**src/rtl/bp_stall_counter_bank.sv**
```systemverilog
// bp_stall_counter_bank: per-reason stall histogram with cycle/instret totals,
// atomic snapshot/clear into a shadow bank, and a valid/yumi read port over
// the shadow bank.
//
// Counter index map (live and shadow banks share it, as does the read address):
//   0 .. num_reasons_p-1  stall-reason counters
//   num_reasons_p         cycle counter
//   num_reasons_p+1       instret counter
//
// Build option: define BP_STALL_CNT_SATURATE_EN to make counters saturate at
// all-ones and raise the sticky sat_o. Otherwise counters wrap and sat_o is 0.

// Single live counter cell: increment, synchronous clear, overflow policy.
module bp_stall_ctr_cell #(
  parameter int cnt_width_p = 32
) (
  input  logic                   clk_i,
  input  logic                   reset_li,
  input  logic                   inc_i,
  input  logic                   clr_i,
  output logic [cnt_width_p-1:0] cnt_o,
  output logic                   sat_hit_o
);
  logic [cnt_width_p-1:0] cnt_q, cnt_d;

  // Next count: clear beats increment; overflow handling depends on the build.
  always_comb begin
    cnt_d     = cnt_q;
    sat_hit_o = 1'b0;
    if (clr_i) begin
      cnt_d = '0;
    end else if (inc_i) begin
`ifdef BP_STALL_CNT_SATURATE_EN
      if (&cnt_q) sat_hit_o = 1'b1;
      else        cnt_d     = cnt_q + cnt_width_p'(1);
`else
      cnt_d = cnt_q + cnt_width_p'(1);
`endif
    end
  end

  // Counter state register.
  always_ff @(posedge clk_i or negedge reset_li) begin
    if (!reset_li) cnt_q <= '0;
    else           cnt_q <= cnt_d;
  end

  assign cnt_o = cnt_q;
endmodule

module bp_stall_counter_bank #(
  parameter int num_reasons_p  = 32,
  parameter int reason_width_p = 5,
  parameter int cnt_width_p    = 32,
  parameter int addr_width_p   = 6
) (
  input  logic                      clk_i,
  input  logic                      reset_li,
  input  logic                      en_i,
  input  logic                      v_i,
  input  logic                      instret_i,
  input  logic [reason_width_p-1:0] reason_i,
  input  logic                      snap_i,
  input  logic                      clear_i,
  input  logic                      rd_v_i,
  input  logic [addr_width_p-1:0]   rd_addr_i,
  input  logic                      rd_yumi_i,
  output logic                      rd_ready_o,
  output logic                      rd_data_v_o,
  output logic [cnt_width_p-1:0]    rd_data_o,
  output logic                      rd_err_o,
  output logic                      bad_reason_o,
  output logic                      sat_o
);
  localparam int num_ctr_lp = num_reasons_p + 2;
  localparam int cyc_idx_lp = num_reasons_p;
  localparam int ins_idx_lp = num_reasons_p + 1;

  typedef enum logic {RD_IDLE, RD_VALID} rd_state_e;

  logic [num_ctr_lp-1:0][cnt_width_p-1:0] live, shadow_q;
  logic [num_ctr_lp-1:0]                  inc, sat_hit;
  logic                                   count_en, reason_ok;
  logic                                   bad_q;
  rd_state_e                              rd_state_q;
  logic [cnt_width_p-1:0]                 rd_data_q, rd_sel;
  logic                                   rd_err_q, rd_oob;

  // A clear in the same cycle drops the concurrent sample.
  assign count_en  = en_i & v_i & ~clear_i;
  assign reason_ok = (32'(reason_i) < 32'(num_reasons_p));

  // Increment enables: cycle always, then exactly one of instret / reason.
  always_comb begin
    inc = '0;
    for (int i = 0; i < num_reasons_p; i++)
      inc[i] = count_en & ~instret_i & (32'(reason_i) == 32'(i));
    inc[cyc_idx_lp] = count_en;
    inc[ins_idx_lp] = count_en & instret_i;
  end

  for (genvar g = 0; g < num_ctr_lp; g++) begin : g_ctr
    bp_stall_ctr_cell #(.cnt_width_p(cnt_width_p)) u_cell (
      .clk_i     (clk_i),
      .reset_li  (reset_li),
      .inc_i     (inc[g]),
      .clr_i     (clear_i),
      .cnt_o     (live[g]),
      .sat_hit_o (sat_hit[g])
    );
  end

  // Snapshot takes the registered live values, i.e. before this cycle's update.
  always_ff @(posedge clk_i or negedge reset_li) begin
    if (!reset_li)   shadow_q <= '0;
    else if (snap_i) shadow_q <= live;
  end

  // Sticky flag: an out-of-range reason was counted as a sample.
  always_ff @(posedge clk_i or negedge reset_li) begin
    if (!reset_li)                         bad_q <= 1'b0;
    else if (count_en & ~instret_i & ~reason_ok) bad_q <= 1'b1;
  end

`ifdef BP_STALL_CNT_SATURATE_EN
  logic sat_q;
  // Sticky flag: some counter was asked to increment past all-ones.
  always_ff @(posedge clk_i or negedge reset_li) begin
    if (!reset_li)     sat_q <= 1'b0;
    else if (|sat_hit) sat_q <= 1'b1;
  end
  assign sat_o = sat_q;
`else
  logic unused_sat_hit;
  assign unused_sat_hit = |sat_hit;
  assign sat_o          = 1'b0;
`endif

  // Shadow read mux; out-of-range addresses read as zero.
  always_comb begin
    rd_sel = '0;
    for (int i = 0; i < num_ctr_lp; i++)
      if (rd_addr_i == addr_width_p'(i)) rd_sel = shadow_q[i];
  end
  assign rd_oob = (32'(rd_addr_i) > 32'(ins_idx_lp));

  // Read FSM: latch on acceptance in IDLE, hold in VALID until yumi.
  always_ff @(posedge clk_i or negedge reset_li) begin
    if (!reset_li) begin
      rd_state_q <= RD_IDLE;
      rd_data_q  <= '0;
      rd_err_q   <= 1'b0;
    end else begin
      case (rd_state_q)
        RD_IDLE: if (rd_v_i) begin
          rd_state_q <= RD_VALID;
          rd_data_q  <= rd_sel;
          rd_err_q   <= rd_oob;
        end
        RD_VALID: if (rd_yumi_i) rd_state_q <= RD_IDLE;
        default:  rd_state_q <= RD_IDLE;
      endcase
    end
  end

  assign rd_ready_o   = (rd_state_q == RD_IDLE);
  assign rd_data_v_o  = (rd_state_q == RD_VALID);
  assign rd_data_o    = rd_data_q;
  assign rd_err_o     = rd_err_q;
  assign bad_reason_o = bad_q;
endmodule
```
**config.mk**
```make
export PLATFORM = sky130hd
export DESIGN_NAME = bp_stall_counter_bank
export DESIGN_NICKNAME = d
export VERILOG_FILES = /design/src/rtl/bp_stall_counter_bank.sv
export SDC_FILE = /design/constraint.sdc
export NUM_CORES = 2
export LEC_CHECK = 0
export ABC_AREA = 1
export CAP_MARGIN = 20
export CORE_MARGIN = 2
export CORE_UTILIZATION = 36
export CTS_CLUSTER_DIAMETER = 150
export CTS_CLUSTER_SIZE = 40
export DETAILED_ROUTE_END_ITERATION = 8
export HOLD_SLACK_MARGIN = 0.03
export PLACE_DENSITY = 0.55
export SYNTH_ARGS = -nofsm -noshare
export SYNTH_HDL_FRONTEND = slang
export SYNTH_SLANG_ARGS = --single-unit
export TNS_END_PERCENT = 10
```
**constraint.sdc**
```tcl
create_clock -name clk_i -period 2.8 [get_ports clk_i]
set_input_delay 0.84 -clock clk_i [delete_from_list [all_inputs] [get_ports clk_i]]
set_output_delay 0.84 -clock clk_i [all_outputs]
set_load 0.05 [all_outputs]
```
# After elaboration in Yosys (flattened, before gate mapping)
# Index checks and enable logic that the tools add are counted.
word_totals:
  in_bits: 20
  register_bits: 2210
classes:
  order_cmp: 1
  n_reduce_logical: 37
  bitwise: 39
  n_eq_ne: 64
  n_mux: 105
  n_addsub: 34
op_table:
  columns: ["op", "n"]
  rows:
  - ["32-bit two-way mux", 102]
  - ["32-bit by 1-bit adder with 32-bit output (second input constant)", 34]
  - ["6-bit by 5-bit equality test with 1-bit output (second input constant)", 16]
  - ["5-bit equality test (second input constant)", 16]
  - ["2-bit nonzero test", 34]
  - ["6-bit by 4-bit equality test with 1-bit output (second input constant)", 8]
  - ["5-bit by 4-bit equality test with 1-bit output (second input constant)", 8]
  - ["1-bit AND", 36]
  - ["6-bit by 3-bit equality test with 1-bit output (second input constant)", 4]
  - ["5-bit by 3-bit equality test with 1-bit output (second input constant)", 4]
  - ["6-bit by 2-bit equality test with 1-bit output (second input constant)", 2]
  - ["6-bit equality test (second input constant)", 2]
  - ["5-bit by 2-bit equality test with 1-bit output (second input constant)", 2]
  - ["6-bit by 1-bit equality test with 1-bit output (second input constant)", 1]
  - ["6-bit greater-than comparator (second input constant)", 1]
  - ["6-bit logical NOT", 1]
  - ["5-bit by 1-bit equality test with 1-bit output (second input constant)", 1]
  - ["5-bit logical NOT", 1]
  - ["1-bit NOT", 3]
  - ["1-bit two-way mux", 2]
  - ["1-bit case mux with 2 select lines", 1]
  - ["2-bit AND reduction", 1]

# Depth between registers and ports, before layout
depth:
  word_depth: 35
  mapped_depth: 26
  mapped_depth_nobuf: 26

# By module
# A second synthesis with hierarchy kept.
hier_totals:
  hier_cells: 14491
  area_unflattened_um2: 114733.8
by_module_without_submodules:
  columns: ["module", "instances", "seq_area_each_um2", "area_per_inst_um2", "cells_each"]
  rows:
  - ["bp_stall_ctr_cell (g_ctr[0].u_cell ...)", 33, 800.8, 1900.6, 275]
  - ["bp_stall_counter_bank", 1, 28076.9, 50128.1, 5146]
  - ["bp_stall_ctr_cell (g_ctr[9].u_cell)", 1, 800.8, 1886.8, 270]

# Least setup slack after synthesis
# Ideal clock, no wire load.
synth_path:
  path_kind: "input -> register"
  start: "input port clear_i"
  end: "register g_ctr[13].u_cell.cnt_q[26]"
  arrival_ps: 3078
  cell_stages: 23
  path_slack_ps: -401
  t_required_ps: 2677
  setup_time_ps: 123
  path_cell_list: "buf_6 -> inv_6 -> nand2_4 -> nor2_4 -> inv_2 -> nor2_8 -> inv_4 -> nor2_2 -> nor2_1 -> inv_2 -> nand3_2 -> nor2_1 -> inv_1 -> nor2_1 -> nand3_1 -> nor2_1 -> nand3_1 -> nor2_1 -> nand2_1 -> nor3_2 -> nand2_1 -> o21ai_0 -> a21oi_1"
synth_between:
  elab_chain_cells: 5
  elab_cells_between_ends: 6
  cone_classes: "1 x mux; 4 x bitwise; 1 x reduce/logical"
synth_lines:
  columns: ["element", "line_no", "text"]
  rows:
  - ["start: declaration", "64", "input logic clear_i,"]
  - ["1-bit NOT", "90", "assign count_en = en_i & v_i & ~clear_i;"]
  - ["1-bit AND", "90", null]
  - ["1-bit AND", null, null]
  - ["1-bit AND", "97", "inc[i] = count_en & ~instret_i & (32'(reason_i) == 32'(i));"]
  - ["2-bit nonzero test (no line)", null, null]
  - ["end signal: assignment", "45", "else cnt_q <= cnt_d;"]
  - ["end: declaration", "24", "logic [cnt_width_p-1:0] cnt_q, cnt_d;"]
# Several ways; a longest one is shown, not always the timed one.
# A chain may end at the register's enable or synchronous reset.

# Worst setup path in the final report
layout_path:
  start: "input port rd_addr_i[5]"
  end: "register rd_data_q[26], in the netlist rd_data_o[26]"
layout_between:
  elab_chain_cells: 35
  elab_cells_between_ends: 68
  cone_classes: "33 x eq/ne; 34 x mux; 1 x reduce/logical"
layout_lines:
  columns: ["element", "line_no", "text"]
  rows:
  - ["start: declaration", "66", "input logic [addr_width_p-1:0] rd_addr_i,"]
  - ["6-bit logical NOT", "143", "if (rd_addr_i == addr_width_p'(i)) rd_sel = shadow_q[i];"]
  - ["32-bit two-way mux (33 in series)", "143", null]
  - ["32-bit two-way mux *", "143", null]
  - ["end signal: assignment", "157", "rd_data_q <= rd_sel;"]
  - ["end: declaration", "86", "logic [cnt_width_p-1:0] rd_data_q, rd_sel;"]
# Every way passes the cells marked *; elsewhere a longest branch is shown, timed or not.

==> metrics.cfg <==
[critical_path]
end_kind = flop
worst-path-buf-inv = 4
critical-path-top-delay-family = simple AND/OR/NAND/NOR gates
critPathMostFrequentCell = nand4_1
startpoint = rd_addr_i[5]
crit_required_ns = 3.51
cp.arrival_ns = 4.36
crit_path_max_fanout = 21
cpMaxStageDelayCell = nor2_4
cpPeakStageDelay_ns = 0.35
r2r_start = shadow_q[26]$_DFFE_PN0P_
cp_cell_sequence = buf_8 -> nor2_4 -> inv_2 -> buf_6 -> nor2_4 -> buf_12 -> nand2_1 -> nand2_2 -> nand3_2 -> nand2_2 -> nand4_1 -> nand2_1 -> nand4_1 -> nand2_2 -> nand4_1 -> nor2_1 -> nand4_1 -> nand2_2 -> nand4_1 -> nor2_1 -> nand4_1 -> nand2_1 -> nand2_1
crit_type = input port to flop
worstSetupStartpointType = input port

[cts]
cts_tree = done
cts.reportedPaths.clkPinSlew_ns = 0.15
cts_root_buf = clkbuf_16
clk_latency_ns = 0.79
htree_levels = 3
numCtsBuffers = 67
cts.sinks = 2210
cts_buffer_depth = 3

[finish]
final_util = 0.4284
design_area_mm2 = 0.1223
layout.cells.non_filler = 17517
drive_gt1_frac = 0.1581
fillers = 28933
layout.nets = 13784
syn_to_final_growth_pct = 18.29

[detailed_routing]
drtAntennaViolNets = 0
drc = 0
wl_mm = 350.2
drt_iter0_drc = 7667
wl_per_cell_um = 19.99
via_per_inst = 5.078
dr.pass1.iters = 9
vias = 88959

[worst_hold_path]
min_path_type = input port to flop
hold_start = snap_i

[logic_synthesis]
yosysSeqAreaShare = 0.5349
synth_ff_type = dfrtp_1
ys_warn_count = 0
syn_inst = 12772
synth-xor-area-share = 0.0004236
synth_cell_type_count = 63
ys_top_cells_by_area = dfrtp_1, nand2_1, a21oi_1, nor2_1, inv_1
async_flop_share = 1.000
synth-seq-cells = 2210
synth_common_cells = nand2_1, dfrtp_1, nor2_1
synth_top_family_by_area = simple AND/OR/NAND/NOR gates
synth_edf_count = 0
syn_area_mm2 = 0.1034
synthSimpleGateAreaFrac = 0.2257
synth_mux_area_frac = 0.01699
synth_top_area_share = 0.5349
synth_area_per_cell_um2 = 8.094
synth_compound_area_frac = 0.1383
synth_most_common_cell = nand2_1
yosys.area.top_type = dfrtp_1
synthAdderAreaFrac = 0.004115

[global_routing]
overflow = 0
grt_usage = 0.2371
antenna_found_initial = 9
grt_pass1_vias = 84656
grt_first_pass_wirelength_mm = 532.2
grt_max_degree = 179

[die]
ioPinCount = 57
row_count = 196
start_util = 0.3622
die_h_um = 539.9
die_width_um = 539.9
core_mm2 = 0.2855
die_area_mm2 = 0.2915

[outcome]
violations = negative setup slack
status = finished with violations

[pwr]
cellPowerDensity_mw_per_mm2 = 433.7
peakVddDrop_v = 0.0006557
p_leak_nw = 52.19

[timing]
relSlewSlack = 0.2646
tightest_slew_ns = 1.103
maxClockFrequency_mhz = 274.0
rsz0062_at_grt = true
clock-skew-final_ns = 0.05976
layout_min_cycle_time_ns = 3.649
post-route-period-util = 1.303
setup_viol = 69
hold_violations = 0
slew_violations = 0
timing.hold.ws_ns = 0.4336
postLayoutSetupSlackWorst_ns = -0.8495

[placed_design]
io_buffer_count = 54
place_area_mm2 = 0.1176
dp_hpwl_mm = 270.6
gp_congestion = 0.9598
place_inst = 17349

[flow_run]
maxCapViolCount = 0

==> stage by stage <==
step                TNS (ns)  worst slack [ns]  power, mW
global route          -50.37           -0.9533      54.97
global placement     -816.66            -2.273      38.51
finish                -23.91           -0.8495      53.04
floorplan             -53.53           -0.3822      35.69
detailed placement   -829.27            -2.289      38.52
CTS                   -24.26           -0.8103      53.52
==> placed cells by master, fill, tap and decap left out, drive strengths merged, types with 25 or more instances in the layout <==
cell type / instances
a21oi: 1543
nand4: 334
dfrtp: 2210
inv: 1699
o21ai: 978
ha: 34
mux2: 156
buf: 1319
a31oi: 39
nor3: 557
dlygate4sd2: 25
a211oi: 71
a221oi: 34
o21a: 27
nand2: 2272
clkbuf: 73
nor4: 110
nand3: 332
nor2: 1796
==> where the power goes <==
part / switching, mW / internal, mW / total (mW)
registers: 0.967 / 32.6 / 33.6
clock network: 10.3 / 4.74 / 15.0
logic: 3.11 / 1.32 / 4.43
total: 14.3 / 38.7 / 53.0
==> kinds of logic (layout without fill, tap and decap cells) <==
group | after synthesis | after routing
flip-flops | 2210 | 2210
XOR/XNOR | 5 | 5
buffers and inverters | 2178 | 3146
AND/OR/NAND/NOR | 5451 | 5451
adder cells (fa/ha/maj) | 34 | 34
multiplexers | 156 | 156
other | 1 | 16
AO/OA/AOI/OAI | 2737 | 2737
==> what timing repair did <==
action,in CTS,in global routing
resized for setup,456,236
buffers inserted,62,9
setup endpoints to repair,417,278
cloned,5,0
hold buffers,1,0
hold endpoints to repair,1,0
pin swaps,196,165
==> state kept, by name (all words and copies together) (netlist names) <==
name	count
rd_data_o	32
shadow_q	1088
rd_data_v_o	1
g_ctr.u_cell.cnt_o	1088
rd_err_o	1
==> worst paths after layout <==
path / to / slack (ns) / cells after the start
setup / recovery: rd_data_o[26]$_DFFE_PN0P_ / -0.85 / 23
hold / removal: shadow_q[534]$_DFFE_PN0P_ / 0.43 / 2
setup reg to reg: rd_data_o[26]$_DFFE_PN0P_ / -0.73 / 20
hold reg to reg: g_ctr[32].u_cell.cnt_o[2]$_DFFE_PN0P_ / 0.47 / 1
max in group asynchronous: g_ctr[4].u_cell.cnt_o[16]$_DFFE_PN0P_ / 1.17 / 4
min in group asynchronous: g_ctr[12].u_cell.cnt_o[10]$_DFFE_PN0P_ / 0.56 / 2
==> layer usage <==
layer | wire length, um | GRT usage
met5 | 0 | 0
met4 | 12860 | 0.08090
met3 | 19860 | 0.03150
met2 | 154500 | 0.3633
met1 | 163000 | 0.3438
==> layout make-up <==
| cell class | instances | area (um2) | area share |
|---|---|---|---|
| Antenna cell | 14 | 35.03 | 0.0002865 |
| Clock buffer | 72 | 1790 | 0.01464 |
| Clock inverter | 8 | 131.4 | 0.001074 |
| Inverter | 1702 | 6446 | 0.05271 |
| Multi-Input combinational cell | 8385 | 41930 | 0.3429 |
| Sequential cell | 2210 | 55300 | 0.4522 |
| Tap cell | 3762 | 4707 | 0.03849 |
| Timing Repair Buffer | 1364 | 11940 | 0.09766 |
==> worst register-to-register path, stage by stage (launching register included) <==
cell	delay, ns
dfrtp_1	0.47
nand2_1	0.11
nand2_1	0.06
nor2_2	0.13
nand4_1	0.21
nand2_2	0.15
nand3_2	0.08
nand2_2	0.12
nand4_1	0.12
nand2_1	0.13
nand4_1	0.21
nand2_2	0.16
nand4_1	0.23
nor2_1	0.17
nand4_1	0.22
nand2_2	0.18
nand4_1	0.27
nor2_1	0.21
nand4_1	0.10
nand2_1	0.06
nand2_1	0.04
Note: power is estimated with default switching activity, not from simulation.
